## config.mk

```make
export PLATFORM = sky130hd
export DESIGN_NAME = router_port_rx
export DESIGN_NICKNAME = d
export VERILOG_FILES = /design/src/rtl/router_port_rx.sv
export SDC_FILE = /design/constraint.sdc
export NUM_CORES = 1
export LEC_CHECK = 0
export CORE_ASPECT_RATIO = 0.6
export CORE_UTILIZATION = 30
export DETAILED_ROUTE_END_ITERATION = 16
export SLEW_MARGIN = 20
export SYNTH_ARGS = -nofsm -noshare
export SYNTH_HDL_FRONTEND = slang
export SYNTH_SLANG_ARGS = --single-unit
```

## constraint.sdc

```tcl
create_clock -name clock -period 4.95 [get_ports clock]
set_input_delay 0.7425 -clock clock [delete_from_list [all_inputs] [get_ports clock]]
set_output_delay 0.7425 -clock clock [all_outputs]
set_load 0.02 [all_outputs]
```

## src/rtl/router_port_rx.sv

```systemverilog
// router_port_rx
// ---------------------------------------------------------------------------
// Receives the serial output side of a router port. Bits arrive LSB first and
// are framed by frameo_n and valido_n, both active low. Each byte is assembled
// in a shift register and pushed, tagged with last/err flags, into a
// first-word-fall-through FIFO. The consumer drains the FIFO with a
// valid/ready handshake.
//
// Parameters
//   FIFO_DEPTH  number of byte entries in the receive FIFO (power of 2, >= 4)
//
// Ports
//   clock       single clock; all state updates on its rising edge
//   reset_n     synchronous active-low reset
//   frameo_n    router frame, active low
//   valido_n    router bit valid, active low
//   dout        router serial data, LSB first
//   byte_data   head-of-FIFO data byte (0 while the FIFO is empty)
//   byte_last   head byte ends a packet
//   byte_err    head byte closes an aborted or partial packet
//   byte_valid  FIFO is non-empty
//   byte_ready  consumer accepts the head entry this cycle
//   pkt_count   number of cleanly terminated packets (wraps at 16 bits)
//   overflow    sticky flag, set when an entry is dropped on a full FIFO
// ---------------------------------------------------------------------------
module router_port_rx #(
  parameter int FIFO_DEPTH = 16
) (
  input  logic        clock,
  input  logic        reset_n,
  input  logic        frameo_n,
  input  logic        valido_n,
  input  logic        dout,
  output logic [7:0]  byte_data,
  output logic        byte_last,
  output logic        byte_err,
  output logic        byte_valid,
  input  logic        byte_ready,
  output logic [15:0] pkt_count,
  output logic        overflow
);

  localparam int AW = $clog2(FIFO_DEPTH);

  typedef enum logic [1:0] {
    SYNC = 2'd0,
    IDLE = 2'd1,
    RECV = 2'd2
  } state_t;

  state_t      state;
  state_t      state_next;

  logic [2:0]  bit_cnt;
  logic [7:0]  shift_reg;
  logic [7:0]  shift_cap;

  logic        capture;
  logic        push_req;
  logic        push_last;
  logic        push_err;
  logic [7:0]  push_data;
  logic        clean_end;
  logic        pkt_end;

  logic [9:0]  mem [FIFO_DEPTH];
  logic [AW:0] wr_ptr;
  logic [AW:0] rd_ptr;
  logic        fifo_empty;
  logic        fifo_full;
  logic        pop;
  logic        push;
  logic [9:0]  head;

  // ------------------------------------------------------------------------
  // FSM state register
  // ------------------------------------------------------------------------
  always_ff @(posedge clock) begin
    if (!reset_n) begin
      state <= SYNC;
    end else begin
      state <= state_next;
    end
  end

  // ------------------------------------------------------------------------
  // FSM next-state logic. SYNC waits for a frame gap so that a packet already
  // in flight when reset is released is skipped entirely. In RECV any cycle
  // with frameo_n high ends the packet, whether cleanly or as an abort.
  // ------------------------------------------------------------------------
  always_comb begin
    state_next = state;
    case (state)
      SYNC:    if (frameo_n)  state_next = IDLE;
      IDLE:    if (!frameo_n) state_next = RECV;
      RECV:    if (frameo_n)  state_next = IDLE;
      default: state_next = SYNC;
    endcase
  end

  // ------------------------------------------------------------------------
  // FSM output logic: decides bit capture and FIFO push requests.
  // shift_cap is the shift register with the current bit already inserted, so
  // a byte completing on this edge can be pushed without waiting a cycle.
  // ------------------------------------------------------------------------
  always_comb begin
    capture            = 1'b0;
    push_req           = 1'b0;
    push_last          = 1'b0;
    push_err           = 1'b0;
    clean_end          = 1'b0;
    pkt_end            = 1'b0;
    shift_cap          = shift_reg;
    shift_cap[bit_cnt] = dout;
    push_data          = shift_cap;

    case (state)
      IDLE: begin
        // First bit may coincide with the falling edge of the frame.
        capture = !frameo_n && !valido_n;
      end
      RECV: begin
        if (!valido_n) begin
          capture = 1'b1;
          pkt_end = frameo_n;
          if (bit_cnt == 3'd7) begin
            push_req  = 1'b1;
            push_last = frameo_n;
            clean_end = frameo_n;
          end else if (frameo_n) begin
            // Frame ended mid-byte: flush the zero-padded partial byte.
            push_req  = 1'b1;
            push_last = 1'b1;
            push_err  = 1'b1;
          end
        end else if (frameo_n) begin
          // Abort: shift_reg is already zero-padded, or 0x00 when nothing
          // is pending, so one push covers both cases.
          push_req  = 1'b1;
          push_last = 1'b1;
          push_err  = 1'b1;
          push_data = shift_reg;
          pkt_end   = 1'b1;
        end
      end
      default: ;
    endcase
  end

  // ------------------------------------------------------------------------
  // Byte assembly. The shift register is cleared after every completed byte
  // so that a later partial byte comes out zero-padded.
  // ------------------------------------------------------------------------
  always_ff @(posedge clock) begin
    if (!reset_n) begin
      bit_cnt   <= 3'd0;
      shift_reg <= 8'd0;
    end else if (pkt_end) begin
      bit_cnt   <= 3'd0;
      shift_reg <= 8'd0;
    end else if (capture) begin
      bit_cnt   <= bit_cnt + 3'd1;
      shift_reg <= (bit_cnt == 3'd7) ? 8'd0 : shift_cap;
    end
  end

  // ------------------------------------------------------------------------
  // Packet counter and sticky overflow. A clean end is counted even when its
  // entry is dropped on a full FIFO.
  // ------------------------------------------------------------------------
  always_ff @(posedge clock) begin
    if (!reset_n) begin
      pkt_count <= 16'd0;
      overflow  <= 1'b0;
    end else begin
      if (clean_end) begin
        pkt_count <= pkt_count + 16'd1;
      end
      if (push_req && fifo_full && !pop) begin
        overflow <= 1'b1;
      end
    end
  end

  // ------------------------------------------------------------------------
  // FIFO pointers carry one extra wrap bit to tell full from empty. A push
  // onto a full FIFO is accepted when the head is popped on the same edge.
  // A pop on an empty FIFO cannot occur because pop is qualified by
  // byte_valid.
  // ------------------------------------------------------------------------
  assign fifo_empty = (wr_ptr == rd_ptr);
  assign fifo_full  = (wr_ptr[AW] != rd_ptr[AW]) &&
                      (wr_ptr[AW-1:0] == rd_ptr[AW-1:0]);
  assign pop        = byte_valid && byte_ready;
  assign push       = push_req && (!fifo_full || pop);

  always_ff @(posedge clock) begin
    if (!reset_n) begin
      wr_ptr <= '0;
      rd_ptr <= '0;
    end else begin
      if (push) begin
        wr_ptr <= wr_ptr + 1'b1;
      end
      if (pop) begin
        rd_ptr <= rd_ptr + 1'b1;
      end
    end
  end

  // Storage is not reset; the pointers alone define which entries are live.
  always_ff @(posedge clock) begin
    if (push) begin
      mem[wr_ptr[AW-1:0]] <= {push_err, push_last, push_data};
    end
  end

  // Outputs are masked while empty so stale storage never shows at the port.
  assign head       = mem[rd_ptr[AW-1:0]];
  assign byte_valid = !fifo_empty;
  assign byte_data  = byte_valid ? head[7:0] : 8'd0;
  assign byte_last  = byte_valid && head[8];
  assign byte_err   = byte_valid && head[9];

endmodule

```

==> impl_metrics.py, run 1 <==
metrics = {
    "sta": {
        "clock_skew_ns": 0.00812,
        "fin_setup_tns_ns": 0,
        "rsz0062_at_grt": "no",
        "drv_slew": 0,
        "max_slew.worst_pin.slew_ns": 0.945,
        "slew_headroom_pct": 37.0,
        "fmax_ghz": 0.259,
        "period_share_pct": 78.1,
        "finalCriticalPeriod_ns": 3.87,
        "hold_viol": 0,
        "setup_viol": 0,
    },
    "critical_path": {
        "reg2reg_depth": 6,
        "cp.depth": 5,
        "crit_required_ns": 4.21,
        "cp_cell_sequence": "buf_4, mux4_2, o22ai_1, nor3_1, clkdlybuf4s50_1",
        "crit_fanout": 12,
        "arrival_ns": 3.12,
        "cp_slowest_cell": "dfxtp_1",
        "startpoint_type": "register",
        "crit_type": "register to output port",
        "max_stage_delay_ns": 0.77,
        "cpLargestDelayFamily": "buffers and inverters",
        "worst-path-buf-inv": 2,
        "endpoint_kind": "output port",
    },
    "finish": {
        "drive_gt1_share_pct": 16.8,
        "utilization_pct": 35.5,
        "synthToLayoutAreaGrowth_pct": 15.4,
        "n_antenna_cell": 0,
        "layout.nets": 601,
        "largest_reg_flops": 160,
    },
    "clock_network": {
        "cts_hold_buf": 0,
        "cts_tree": "built",
        "cts_setup_buffers": 0,
        "clk-insertion-delay-late_ns": 0.50,
        "cts_sinks": 204,
        "htree_levels": 1,
        "cts_root_buf": "clkbuf_16",
        "clockBufferDepth": 3,
        "ctsResizeCount": 0,
        "path_clk_slew_ns": 0.07,
        "cts_made_buffers": 20,
    },
    "hold_path": {
        "min_delay_path_depth": 2,
        "hp-class": "register to register",
    },
    "placed_design": {
        "gp_congestion": 0.769,
        "hpwl_mm": 12.1,
        "numPortBuffers": 33,
    },
    "drt": {
        "finalWirelength_mm": 18.3,
        "drt-initial-drc-count": 468,
        "ant_nets": 0,
        "viasPerCell": 4.98,
        "first_pass_iters": 11,
        "drc": 4,
        "num_vias": 4804,
        "wire_per_inst_um": 19.0,
    },
    "logic_synthesis": {
        "yosys_warnings": 0,
        "yosysUniqueCellTypes": 50,
        "yosys.area.top_type": "edfxtp_1",
        "synth_edf_count": 160,
        "ys_async_sr_fraction_pct": 0,
        "synth_top_area_share_pct": 56.2,
        "avgSynthCellArea_um2": 15.5,
        "post_synth_instance_area_um2": 8550,
        "synthesis.nets": 570,
        "ys_ff_latch": 204,
        "ys_top_cells_by_area": "edfxtp_1, mux4_2, dfxtp_1, nand2_1, mux2i_1",
        "synthCells": 553,
        "synth_ff_type": "edfxtp_1",
        "yosysSeqAreaShare_pct": 66.5,
    },
    "floorplanning": {
        "core-area_um2": 27800,
        "die_h_um": 133,
        "initial_core_util_pct": 30.7,
        "die-area_um2": 29200,
        "rows": 47,
        "fp.dieW_um": 220,
        "io-pin-count": 34,
    },
    "job": {
        "maxCapViolations": 0,
    },
    "pwr": {
        "ir_drop_mv": 0.215,
        "power_leakage_nw": 3.18,
        "powerDensity_nw_per_um2": 343,
    },
    "global_route": {
        "grt_usage_pct": 12.8,
        "grt_pass1_vias": 4757,
        "grt_max_degree": 41,
        "grt_pass1_wl_mm": 28.5,
        "grt_overflow": 0,
        "antenna_found_initial": 0,
    },
    "run_status": {
        "outcome": "finished with violations",
        "violations": "design-rule violations",
    },
}
-- layer usage --
metal,vias up,GRT usage [%],routed length (µm)
met5,-,0,0
met4,0,2.34,270
met3,25,2.64,1080
met2,141,17.6,7630
met1,2437,20.6,9340
li1,2201,-,-
-- cells by family after synthesis --
logic type,share of synthesized area [%]
XOR/XNOR,1.52
adder cells (fa/ha/maj),1.61
AND/OR/NAND/NOR,10.4
flip-flops,66.5
AO/OA/AOI/OAI,4.26
multiplexers,13.5
buffers and inverters,2.28
-- report_power, final --
group	total, mW	switching [mW]	internal (mW)	leakage, nW
registers	1.83	0.00281	1.83	1.83
logic	0.0532	0.0340	0.0192	1.03
clock network	1.50	0.667	0.837	0.310
-- worst min-delay path: cells and delay by family, from the launching register on --
kind | cells | cell delay, ns
DFF | 1 | 0.31
buffers and inverters | 1 | 0.05
AOI/OAI and AO/OA | 1 | 0.05
-- worst paths after layout --
kind                                  from      endpoint  slack (ns)
worst max-delay path              register  byte_data[1]        1.08
worst min-delay path              overflow      overflow        0.45
worst max register to register  bit_cnt[0]     mem[4][1]        1.67
worst min register to register    overflow      overflow        0.45
-- layout by cell type, fill, tap and decap left out, drive strengths merged, types with 8 or more instances in the layout --
| cell type | n |
|---|---|
| a21oi | 19 |
| and3 | 11 |
| clkbuf | 23 |
| clkdlybuf4s50 | 33 |
| dfxtp | 44 |
| edfxtp | 160 |
| ha | 11 |
| inv | 13 |
| mux2 | 8 |
| mux2i | 16 |
| mux4 | 40 |
| nand2 | 46 |
| nand2b | 12 |
| nand3 | 11 |
| nand4 | 8 |
| nor2 | 26 |
| nor3 | 11 |
| o21ai | 14 |
| o22ai | 16 |
| xor2 | 9 |
-- Yosys cell counts, types with 2 or more instances --
master	number
nor4_2	3
buf_4	9
nand2_1	46
ha_1	11
edfxtp_1	160
and4_1	4
a31oi_1	2
o22ai_1	16
mux2i_1	16
xor2_1	9
or3_1	4
dfxtp_1	44
o21ai_0	13
inv_1	11
buf_2	5
nor3b_1	4
nor2_1	25
clkbuf_1	11
a22oi_1	2
nand4_1	8
nand2b_1	12
and3_1	11
and3b_1	3
nand3_1	10
mux4_2	40
buf_1	4
xnor2_1	4
mux2_2	8
nor3_1	11
nor2b_1	6
and4b_1	5
a21oi_1	18
-- through the flow --
step | instance area (µm²) | instances | setup slack (ns) | hold slack, ns | power, mW
6_report | 9870 | 964 | 1.08 | 0.454 | 3.39
2_1_floorplan | 8550 | 553 | 2.56 | 0.443 | 1.90
3_3_place_gp | 9230 | 929 | 1.62 | 0.445 | 1.92
5_1_grt | 9870 | 964 | 0.891 | 0.486 | 3.49
3_5_place_dp | 9230 | 929 | 1.58 | 0.449 | 1.92
4_1_cts | 9870 | 964 | 1.05 | 0.460 | 3.42
-- area by class of cell --
cell class	count	area [µm²]
fill	2640	17900
sequential	204	5690
multi-input combinational	308	2670
clock buffer	23	533
tap	367	459
timing repair buffer	39	375
clock inverter	12	106
inverter	11	41.3
(Power assumes the default switching activity.)
==> inputs of run 2 (changes only) <==
- clock period: 4.95 -> 3.2 ns (I/O delays scaled with it)
==> run 2 against run 1 <==
The flow still finishes with violations (design-rule violations). Critical path depth unchanged. Count of clock-buffer cells in the layout decreased by 3. Wire length up 6.5%. Clock power grew 36%. Die area unchanged. Total power is 46% higher. Sequential share of layout area down 1.0 points. Clock skew up 0.0083 ns. Highest routed layer unchanged.
==> impl_metrics.py, run 2 (synthesis gave the netlist of run 1 again) <==
metrics = {
    "drt": {
        "num_vias": 4975,
        "wire_per_inst_um": 19.7,
        "viasPerCell": 5.03,
        "first_pass_iters": 10,
        "drt-initial-drc-count": 503,
        "ant_nets": 0,
        "finalWirelength_mm": 19.5,
        "drc": 4,
    },
    "floorplanning": {
        "fp.dieW_um": 220,
        "initial_core_util_pct": 30.7,
        "die_h_um": 133,
        "core-area_um2": 27800,
        "die-area_um2": 29200,
        "rows": 47,
        "io-pin-count": 34,
    },
    "pwr": {
        "power_leakage_nw": 3.33,
        "powerDensity_nw_per_um2": 493,
        "sequentialPowerShare_pct": 57.1,
        "p_int_mw": 3.95,
        "ir_drop_mv": 0.285,
        "combPwrFrac_pct": 1.8,
        "p_sw_mw": 1.01,
        "switching_share_pct": 20.3,
        "power.share.clock_pct": 41.1,
    },
    "finish": {
        "design_area_um2": 10100,
        "n_antenna_cell": 0,
        "layout.nets": 626,
        "largest_reg_flops": 160,
        "final_common_cell": "edfxtp_1",
        "drive_gt1_share_pct": 20.4,
        "synthToLayoutAreaGrowth_pct": 17.6,
        "final_cell_mix": "edfxtp_1, nand2_1, dfxtp_1",
    },
    "global_route": {
        "grt_usage_pct": 13.6,
        "grt_overflow": 0,
        "grt_max_degree": 41,
        "grt_pass1_vias": 4943,
        "grt_use_met3_pct": 3.82,
        "grt_pass1_wl_mm": 30.0,
        "grtUsageMet1_pct": 21.4,
        "top_usage_layer": "met1",
        "grt_util_met2_pct": 18.3,
        "antenna_found_initial": 0,
    },
    "critical_path": {
        "startpoint_type": "register",
        "crit_required_ns": 2.72,
        "cp_cell_sequence": "xor2_1, nor4_2, and2_2, a31oi_1, clkdlybuf4s50_1",
        "max_stage_delay_ns": 0.69,
        "worst-path-buf-inv": 1,
        "arrival_ns": 2.61,
        "cp_slowest_cell": "clkdlybuf4s50_1",
        "rr_startpoint": "bit_cnt[0]",
        "crit_start": "wr_ptr[0]",
        "cp.depth": 5,
        "crit_type": "register to output port",
        "regToRegSetupSlack_ns": 0.44,
        "cpLargestDelayFamily": "buffers and inverters",
        "endpoint_kind": "output port",
        "crit_fanout": 7,
        "reg2reg_depth": 6,
    },
    "sta": {
        "slew_headroom_pct": 62.5,
        "max_slew.worst_pin.slew_ns": 0.563,
        "clock_skew_ns": 0.0164,
        "hold_viol": 0,
        "rsz0062_at_grt": "no",
        "setup_viol": 0,
        "period_share_pct": 96.5,
        "drv_slew": 0,
        "setup_slack_ns": 0.111,
        "finalCriticalPeriod_ns": 3.09,
        "whs_ns": 0.448,
        "fin_setup_tns_ns": 0,
        "fmax_ghz": 0.324,
    },
    "placed_design": {
        "place_area_um2": 9430,
        "numPortBuffers": 33,
        "hpwl_mm": 13.2,
        "dpl_worst_slack_ns": 0.0842,
        "gp_congestion": 0.765,
    },
    "clock_network": {
        "clockBufferDepth": 3,
        "cts_made_buffers": 19,
        "cts_hold_buf": 0,
        "cts_sinks": 204,
        "clk-insertion-delay-late_ns": 0.49,
        "path_clk_slew_ns": 0.07,
        "cts_root_buf": "clkbuf_16",
        "cts_tree": "built",
        "htree_levels": 1,
    },
    "job": {
        "maxCapViolations": 0,
    },
    "hold_path": {
        "hp-class": "register to register",
        "min_delay_path_depth": 2,
        "min_from": "overflow",
    },
    "run_status": {
        "outcome": "finished with violations",
        "violations": "design-rule violations",
    },
}
==> run 2: changes by cell type in the layout (fill, tap and decap cells not counted), moves of 2 or more <==
cell,change
nand2b_2,+2
buf_4,+22
clkbuf_16,-2
dlymetal6s2s_1,+2
buf_12,+4
clkinvlp_4,-2
clkinv_1,+6
nand2b_1,-2
clkdlybuf4s50_1,-3
==> run 2: stage by stage <==
| step | util (%) | total power [mW] | std cells |
|---|---|---|---|
| after floorplan | - | 2.94 | 553 |
| after global placement | 33.9 | 2.97 | 948 |
| after detailed placement | 33.9 | 2.97 | 948 |
| after CTS | 35.9 | 4.99 | 982 |
| after global routing | 36.2 | 5.10 | 989 |
| final | 36.2 | 4.96 | 989 |
==> run 2: path summary, 6_finish.rpt <==
check,end
worst max-delay path,byte_last
worst min-delay path,overflow
worst max register to register,mem[14][8]
worst min register to register,overflow
==> run 2: power groups by stage <==
stage	clock, mW	sequential, mW	combinational [mW]
global route	2.18	2.83	0.0965
finish	2.04	2.83	0.0879
detailed placement	0	2.89	0.0870
floorplan	0	2.89	0.0569
CTS	2.08	2.83	0.0878
global placement	0	2.89	0.0844
==> run 2: worst register-to-register path, cell delays in order, from the launching register on <==
cell and delay (ns):
dfxtp_1 0.50, ha_1 0.22, ha_1 0.17, nor2b_1 0.22, o21ai_1 0.19, a21oi_2 0.49
and4_1 0.62
==> run 2: area by class of cell <==
| class | count | area (µm²) |
|---|---|---|
| Fill cell | 2586 | 17800 |
| Sequential cell | 204 | 5690 |
| Multi-Input combinational cell | 308 | 2700 |
| Timing Repair Buffer | 65 | 624 |
| Clock buffer | 20 | 479 |
| Tap cell | 367 | 459 |
| Clock inverter | 14 | 68.8 |
| Inverter | 11 | 41.3 |
==> run 2: repair_timing <==
item	CTS	global route
buffers inserted	0	7
endpoints found under the setup margin	10	6
resized for setup	5	6
==> run 2: metal layers <==
metal  routed length [µm]  share of wire [%]
met5                    0                  0
met1                 9860                 51
met4                  276                1.4
met3                 1350                6.9
met2                 8030                 41
==> inputs of run 3 (changes only) <==
- CAP_MARGIN: default -> 30
- CORE_UTILIZATION: 30 -> 35
- DONT_BUFFER_PORTS: default -> 1
==> run 3 against run 2 <==
The run now ends clean. Count of clock-buffer cells in the layout rose by 3. Via count fell by 1.9%. Clock power rose by 14%. Sequential power barely moved. Clock skew fell by 0.0060 ns. Total power rose by 5.5%. Register-to-register slack improved by 0.11 ns. Critical endpoint is now byte_data[4].
==> impl_metrics.py, run 3 (synthesis gave the netlist of run 1 again) <==
metrics = {
    "clock_network": {
        "clockBufferDepth": 3,
        "cts_setup_buffers": 0,
        "ctsResizeCount": 0,
        "clk-insertion-delay-late_ns": 0.50,
        "cts_root_buf": "clkbuf_16",
        "htree_levels": 1,
        "cts_tree": "built",
        "cts_made_buffers": 20,
        "path_clk_slew_ns": 0.06,
        "cts_hold_buf": 0,
        "cts_sinks": 204,
    },
    "finish": {
        "instances_no_fill": 892,
        "utilization_pct": 40.8,
        "drive_gt1_share_pct": 19.4,
        "design_area_um2": 9590,
        "synthToLayoutAreaGrowth_pct": 12.1,
        "final_cell_mix": "edfxtp_1, nand2_1, dfxtp_1",
        "largest_reg_flops": 160,
        "fill_cells": 2095,
        "final_common_cell": "edfxtp_1",
        "n_antenna_cell": 0,
        "layout.nets": 582,
    },
    "placed_design": {
        "place_area_um2": 8940,
        "numPortBuffers": 0,
        "dpl.cell_count": 858,
        "hpwl_mm": 13.2,
        "gp_congestion": 0.784,
        "dpl_worst_slack_ns": 0.585,
    },
    "critical_path": {
        "max_stage_delay_ns": 0.67,
        "cp_slowest_cell": "dfxtp_2",
        "cp_cell_sequence": "buf_4, mux4_2, o22ai_1, nor3_1, buf_4",
        "crit_type": "register to output port",
        "cpMostUsedCell": "buf_4",
        "arrival_ns": 2.53,
        "endpoint_kind": "output port",
        "crit_fanout": 15,
        "crit_required_ns": 2.72,
        "rr_startpoint": "bit_cnt[0]",
        "cpLargestDelayFamily": "flip-flops",
        "startpoint_type": "register",
        "worst-path-buf-inv": 2,
    },
    "floorplanning": {
        "die-area_um2": 25100,
        "core-area_um2": 23500,
        "die_h_um": 123,
        "io-pin-count": 34,
        "fp.dieW_um": 204,
        "initial_core_util_pct": 36.4,
        "rows": 43,
    },
    "drt": {
        "ant_nets": 0,
        "viasPerCell": 5.47,
        "drt-initial-drc-count": 436,
        "num_vias": 4880,
        "drc": 0,
        "first_pass_iters": 5,
        "finalWirelength_mm": 19.6,
        "wire_per_inst_um": 22.0,
    },
    "pwr": {
        "powerDensity_nw_per_um2": 545,
        "power_mw": 5.23,
        "ir_drop_mv": 0.273,
        "power_leakage_nw": 3.15,
    },
    "job": {
        "maxCapViolations": 0,
    },
    "sta": {
        "finalCriticalPeriod_ns": 3.01,
        "drv_slew": 0,
        "max_slew.worst_pin.slew_ns": 0.628,
        "rsz0062_at_grt": "no",
        "clock_skew_ns": 0.0104,
        "setup_viol": 0,
        "fmax_ghz": 0.332,
        "fin_setup_tns_ns": 0,
        "hold_viol": 0,
        "period_share_pct": 94.2,
        "whs_ns": 0.142,
        "setup_slack_ns": 0.186,
        "slew_headroom_pct": 58.1,
    },
    "global_route": {
        "grt_max_degree": 41,
        "grt_pass1_vias": 4817,
        "antenna_found_initial": 2,
        "grt_pass1_wl_mm": 29.9,
        "grt_usage_pct": 16.2,
        "grt_overflow": 0,
    },
    "run_status": {
        "outcome": "complete, no violations",
    },
    "hold_path": {
        "min_from": "reset_n",
        "hp-class": "input pin to register",
    },
}
[run 3: changes by cell type in the layout (fill, tap and decap cells not counted), sizes merged]
| cell | change |
|---|---|
| inv | +1 |
| bufinv | +1 |
| dlymetal6s2s | -2 |
| buf | -12 |
| clkbuf | +3 |
| clkinvlp | -1 |
| clkdlybuf4s50 | -30 |
| clkinv | -4 |
| dlygate4sd2 | -1 |
[run 3: per-layer routing]
metal | global-route usage (%) | up-vias | share of wire, %
met1 | 26.1 | 2549 | 51
met5 | 0 | - | 0
met3 | 2.90 | 25 | 6.8
met4 | 3.29 | 0 | 1.6
li1 | - | 2155 | -
met2 | 22.4 | 151 | 40
[run 3: worst paths after layout]
path | endpoint | slack, ns | cells past startpoint
max | byte_data[4] | 0.19 | 5
min | pkt_count[14] | 0.14 | 2
max reg2reg | mem[14][2] | 0.55 | 7
min reg2reg | shift_reg[0] | 0.49 | 2
[run 3: area by class of cell]
class                           instances  area [µm²]  share of cell area [%]
Timing Repair Buffer                   20         150                    1.57
Inverter                               11        41.3                   0.431
Clock inverter                         11        92.6                   0.966
Tap cell                              315         394                    4.11
Clock buffer                           23         553                    5.77
Sequential cell                       204        5690                    59.3
Multi-Input combinational cell        308        2670                    27.9
[run 3: where the power goes]
group | switching (mW) | internal, mW
clock | 1.00 | 1.33
combinational | 0.0451 | 0.0229
sequential | 0.00319 | 2.83
